`src/rtl/regfile_pkg.sv`:
```
// Shared constants, types and helpers for the two-read/one-write register file.
package regfile_pkg;

    localparam int unsigned RF_WIDTH = 16;
    localparam int unsigned RF_DEPTH = 8;

    typedef logic [RF_WIDTH-1:0] reg_word_t;

    // True when idx names a writable register: in range and not a hardwired zero.
    function automatic logic idx_legal(input int unsigned idx, input int unsigned depth,
                                       input logic zero_reg);
        return (idx < depth) && !(zero_reg && (idx == 0));
    endfunction

endpackage

```
`src/rtl/regfile_read_port.sv`:
```
// One combinational read port: range check, array mux, write-through bypass, zero override.
module regfile_read_port
    import regfile_pkg::*;
#(
    parameter int unsigned WIDTH    = RF_WIDTH,
    parameter int unsigned DEPTH    = RF_DEPTH,
    parameter int unsigned ZERO_REG = 0,
    parameter int unsigned BYPASS   = 1,
    parameter int unsigned AW       = $clog2(DEPTH)
) (
    input  logic [DEPTH-1:0][WIDTH-1:0] regs_i,
    input  logic [DEPTH-1:0]            valid_i,
    input  logic [AW-1:0]               readnum_i,
    input  logic                        wr_fire_i,
    input  logic [AW-1:0]               writenum_i,
    input  logic [WIDTH-1:0]            data_in_i,
    output logic [WIDTH-1:0]            data_o,
    output logic                        valid_o
);

    always_comb begin
        data_o  = '0;
        valid_o = 1'b0;
        if (32'(readnum_i) < DEPTH) begin
            data_o  = regs_i[readnum_i];
            valid_o = valid_i[readnum_i];
        end
        // wr_fire_i already excludes reset and illegal indices.
        if ((BYPASS != 0) && wr_fire_i && (writenum_i == readnum_i)) begin
            data_o  = data_in_i;
            valid_o = 1'b1;
        end
        if ((ZERO_REG != 0) && (readnum_i == '0)) begin
            data_o  = '0;
            valid_o = 1'b1;
        end
    end

endmodule

```
`src/rtl/regfile_2r1w.sv`:
```
// Parametrised register file with two combinational read ports, one write port,
// optional write-through bypass, optional hardwired-zero R0 and per-register valid flags.
module regfile_2r1w
    import regfile_pkg::*;
#(
    parameter int unsigned WIDTH    = RF_WIDTH,
    parameter int unsigned DEPTH    = RF_DEPTH,
    parameter int unsigned ZERO_REG = 0,
    parameter int unsigned BYPASS   = 1
) (
    input  logic                     clk,
    input  logic                     reset,
    input  logic                     write,
    input  logic [$clog2(DEPTH)-1:0] writenum,
    input  logic [WIDTH-1:0]         data_in,
    input  logic [$clog2(DEPTH)-1:0] readnum_a,
    output logic [WIDTH-1:0]         data_out_a,
    output logic                     valid_a,
    input  logic [$clog2(DEPTH)-1:0] readnum_b,
    output logic [WIDTH-1:0]         data_out_b,
    output logic                     valid_b
);

    localparam int unsigned AW = $clog2(DEPTH);

    logic [DEPTH-1:0][WIDTH-1:0] regs_q, regs_d;
    logic [DEPTH-1:0]            valid_q, valid_d;
    logic                        wr_fire;

    assign wr_fire = write && !reset && idx_legal(32'(writenum), DEPTH, ZERO_REG != 0);

    always_comb begin
        regs_d  = regs_q;
        valid_d = valid_q;
        if (wr_fire) begin
            regs_d[writenum]  = data_in;
            valid_d[writenum] = 1'b1;
        end
    end

    always_ff @(posedge clk) begin
        if (reset) begin
            regs_q  <= '0;
            valid_q <= '0;
        end else begin
            regs_q  <= regs_d;
            valid_q <= valid_d;
        end
    end

    regfile_read_port #(
        .WIDTH   (WIDTH),
        .DEPTH   (DEPTH),
        .ZERO_REG(ZERO_REG),
        .BYPASS  (BYPASS),
        .AW      (AW)
    ) u_port_a (
        .regs_i    (regs_q),
        .valid_i   (valid_q),
        .readnum_i (readnum_a),
        .wr_fire_i (wr_fire),
        .writenum_i(writenum),
        .data_in_i (data_in),
        .data_o    (data_out_a),
        .valid_o   (valid_a)
    );

    regfile_read_port #(
        .WIDTH   (WIDTH),
        .DEPTH   (DEPTH),
        .ZERO_REG(ZERO_REG),
        .BYPASS  (BYPASS),
        .AW      (AW)
    ) u_port_b (
        .regs_i    (regs_q),
        .valid_i   (valid_q),
        .readnum_i (readnum_b),
        .wr_fire_i (wr_fire),
        .writenum_i(writenum),
        .data_in_i (data_in),
        .data_o    (data_out_b),
        .valid_o   (valid_b)
    );

endmodule

```
`config.mk`:
```
export PLATFORM = sky130hd
export DESIGN_NAME = regfile_2r1w
export DESIGN_NICKNAME = d
export VERILOG_FILES = /design/src/rtl/regfile_pkg.sv /design/src/rtl/regfile_read_port.sv /design/src/rtl/regfile_2r1w.sv
export SDC_FILE = /design/constraint.sdc
export NUM_CORES = 1
export LEC_CHECK = 0
export CORE_ASPECT_RATIO = 1.5
export CORE_MARGIN = 2
export CORE_UTILIZATION = 64
export CTS_CLUSTER_SIZE = 40
export DETAILED_ROUTE_END_ITERATION = 12
export HOLD_SLACK_MARGIN = 0.08
export PLACE_DENSITY = 0.86
export SLEW_MARGIN = 20
export SYNTH_ARGS = -nofsm -noshare
export SYNTH_HDL_FRONTEND = slang
export SYNTH_SLANG_ARGS = --single-unit
```
`constraint.sdc`:
```
create_clock -name clk -period 4.01 [get_ports clk]
set_clock_uncertainty 0.2 [all_clocks]
set_input_delay 0.6015 -clock clk [delete_from_list [all_inputs] [get_ports clk]]
set_output_delay 0.6015 -clock clk [all_outputs]
set_load 0.1 [all_outputs]
```
==> metrics.md <==
| Metric | Value |
|---|---|
| Worst Reg2Reg Path Length in Cells | 2 |
| Worst hold-check path type | flop to flop |
| Vias per inst | approximately 7.7 |
| Post-synthesis xor/xnor area fraction | less than 1% |
| GRT Residual Overflow | 0 |
| H-tree depth | 4 |
| Fin area | ~9400 µm² |
| Reg2reg end | regs_q[106]$_SDFFE_PP0P_ |
| Diodes inserted | 0 |
| Max-cap check violation count | 0 |
| Skew-Pair Late Insertion Delay | roughly 430 ps |
| Area post-placement | between 8000 and 9000 µm² |
| Unrepaired setup endpoints after global routing | no |
| Cts-stage hold buffer count | 0 |
| Netlist cell types | 28 |
| Hold endpoint | valid_q[2]$_SDFFE_PP0P_ |
| Initial Utilization | 65.5% |
| Compound-cell area share of the yosys netlist | 16.2% |
| Vias | 7,370 |
| Clk slew on worst S/H paths | 60 ps |
| Antenna-violating nets left | 0 |
| Initial antenna violation count | 0 |
| Family with the most delay on the worst path | buffers and inverters |
| Ys async rst share | 0% |
| Post-synthesis mux area share | ~31% |
| CP max-delay cell | clkdlybuf4s50_1 |
| Pwr per Cell Area | 379 nW/µm² |
| Detailed-route wire length per cell | ~26 µm |
| DIE AREA | 13,700 µm² |
| Crit Path Max Fanout | 17 |
| Fraction of the mapped netlist area in simple logic gates | about a tenth |
| Area added between synthesis and finish | 15.7% |
| WP data required | 3210 ps |
| HP Start | valid_q[2]$_SDFFE_PP0P_ |
| Fmax | approximately 0.29 GHz |
| Total track usage | between 30% and 40% |
| Slowest Stage Delay on Critical Path | ~910 ps |
| Worst setup SP type | primary input |
| Height of the die | between 100 and 150 µm |
| Crit Path Category | primary input to primary output |
| Worst r2r src | regs_q[106]$_SDFFE_PP0P_ |
| Worst relative slew slack | between 20% and 30% |
| Filler cells | approximately 740 |
| Top_reg_cell synth | dfxtp_1 |
| CTS root buffer | clkbuf_16 |
| Worst Path Buf+Inv | 3 |
| Synthesized net count | between 800 and 900 |
| Core Area | 12,400 µm² |
| Reg-to-reg slack, setup | a little under 3000 ps |
| CTS tree | built |
| DRC viols | 0 |
| Static Leakage | 3.57 nW |
| Ranking of synthesized cells by area | dfxtp_1 33%, mux4_1 18%, a21oi_1 8.3% |
| Setup TNS | 0 ps |
| Synth Warn # | 0 |
| Most frequent cells in the layout | 136 x a21oi_1, 136 x dfxtp_1, 128 x nand3_1, 128 x o21ai_0, 56 x mux4_1 |
| Post-synth top area share | approximately 33% |
| CP cell instances | clkdlybuf4s50_1 -> xnor2_1 -> nand4_2 -> buf_4 -> mux2_2 -> buf_12 |
| Largest net degree at the start of global routing | between 70 and 80 |
| Vias in the first global route | 7,222 |
| Fraction of layout cells with a size suffix above 1 | between 20% and 30% |
| Max Slew Vio Count | 0 |
| Post-route clock period utilization | 86.6% |
| Postcts setup bufs | 0 |
| DRC marker count from the first detailed-route iteration | around 1.2k |
| WP data arrival | approximately 2700 ps |
| Port buffer count | 61 |
| First-pass GRT wire length | 39.6 mm |
| Status | completed |
| Peak supply drop | roughly 0.0004 V |
| Main combinational cell family by area after synthesis | multiplexers |
| I/O pin cnt | 62 |
| Pwr Total | 3.58 mW |
| Clock Sinks | around 140 |
| Worst Hold Path Cells | 2 |
| Fin nets | 822 |
| RD Place Congestion | roughly 0.8 |
| Syn avg cell area | between 10 and 15 µm² |
| # rows | 50 |
| Wirelength, routed | ~25 mm |
| Sequential area share after synthesis | approximately 33% |
| Cells after Synth | 804 |
| Die X | between 90 and 100 µm |
| Placed wire-length estimate | between 10 and 15 mm |
| CTS buffer count | 17 |
| Synth Area in Adders | 0% |
| Number of synthesized flops with an enable pin | 0 |
| Least-Margin Pin Slew | approximately 1200 ps |
| CP Capture Type | primary output |
| Yosys top cell by area | dfxtp_1 |
| Final hold violations | 0 |
| Synth Register Bits | around 140 |
| Final min period | between 3000 and 4000 ps |
| Setup violators final | 0 |
| Drt first pass iters | 6 |
| Cts repair resizes | 0 |
| Post-Syn Area | 8160 µm² |
| Max Buffers Root-to-Sink | 2 |
## report_power, final
part	leakage (nW)	switching (mW)	internal [mW]
logic	2.16	0.319	0.165
clock network	0.315	0.578	1.13
registers	1.10	0.0124	1.37
## stage by stage
| step | utilization [%] | setup WS [ps] | hold WS (ps) | cells |
|---|---|---|---|---|
| after floorplan | - | 1020 | 248 | 804 |
| after global placement | 70.7 | 697 | 260 | 931 |
| after detailed placement | 70.7 | 631 | 274 | 931 |
| after CTS | 75.8 | 614 | 283 | 963 |
| after global routing | 75.8 | 576 | 312 | 963 |
| final | 75.8 | 538 | 283 | 963 |
## Yosys cell counts, types with 3 or more instances
cell type and count:
buf_6 12, o21ai_0 128, nand3_1 128, clkbuf_1 70
nor2b_1 3, nor2_1 9, mux4_2 12, xnor2_1 6
mux2_4 18, buf_2 8, clkbuf_8 14, buf_12 4
nand2_1 3, a21oi_1 136, mux2_2 46, dfxtp_1 136
mux4_1 56
## layer usage
layer	vias to the layer above	part of all wire [%]	global-route usage, %
met5	-	0	0
met3	170	12	9.69
li1	3034	-	-
met1	3451	32	45.8
met2	715	50	62.7
met4	0	5.7	20.0
## worst max-delay path by stage
stage / startpoint / end / slack, ps / depth (start not counted)
after floorplan: readnum_a[0] / valid_a / 1020 / 6
after global routing: readnum_b[2] / data_out_b[3] / 580 / 6
after detailed placement: readnum_b[2] / data_out_b[3] / 630 / 6
after CTS: readnum_b[2] / data_out_b[3] / 610 / 6
after global placement: readnum_b[2] / data_out_b[5] / 700 / 6
final: readnum_b[2] / data_out_b[3] / 540 / 6
## cells by family (layout without fill, tap and decap cells)
family	after synthesis	in the layout
multiplexers	134	134
AO/OA/AOI/OAI	264	264
AND/OR/NAND/NOR	153	153
buffers and inverters	111	114
flip-flops	136	136
XOR/XNOR	6	6
## layout make-up
type | count | area [µm²] | area share, %
clock buffers | 23 | 468 | 4.96
multi-input cells | 557 | 4720 | 50.0
repair buffers | 82 | 1160 | 12.3
well taps | 156 | 195 | 2.07
flip-flops and latches | 136 | 2720 | 28.8
clock inverters | 9 | 170 | 1.80
## worst register-to-register path, delay by kind of cell, from the launching register on
| kind | cells | cell delay (ps) |
|---|---|---|
| flip-flops | 1 | 350 |
| AO/OA/AOI/OAI | 2 | 400 |
## flip-flops by register name, indices dropped and copies added (netlist names)
register / count
regs_q: 128
valid_q: 8
Note: power is estimated with default switching activity, not from simulation.
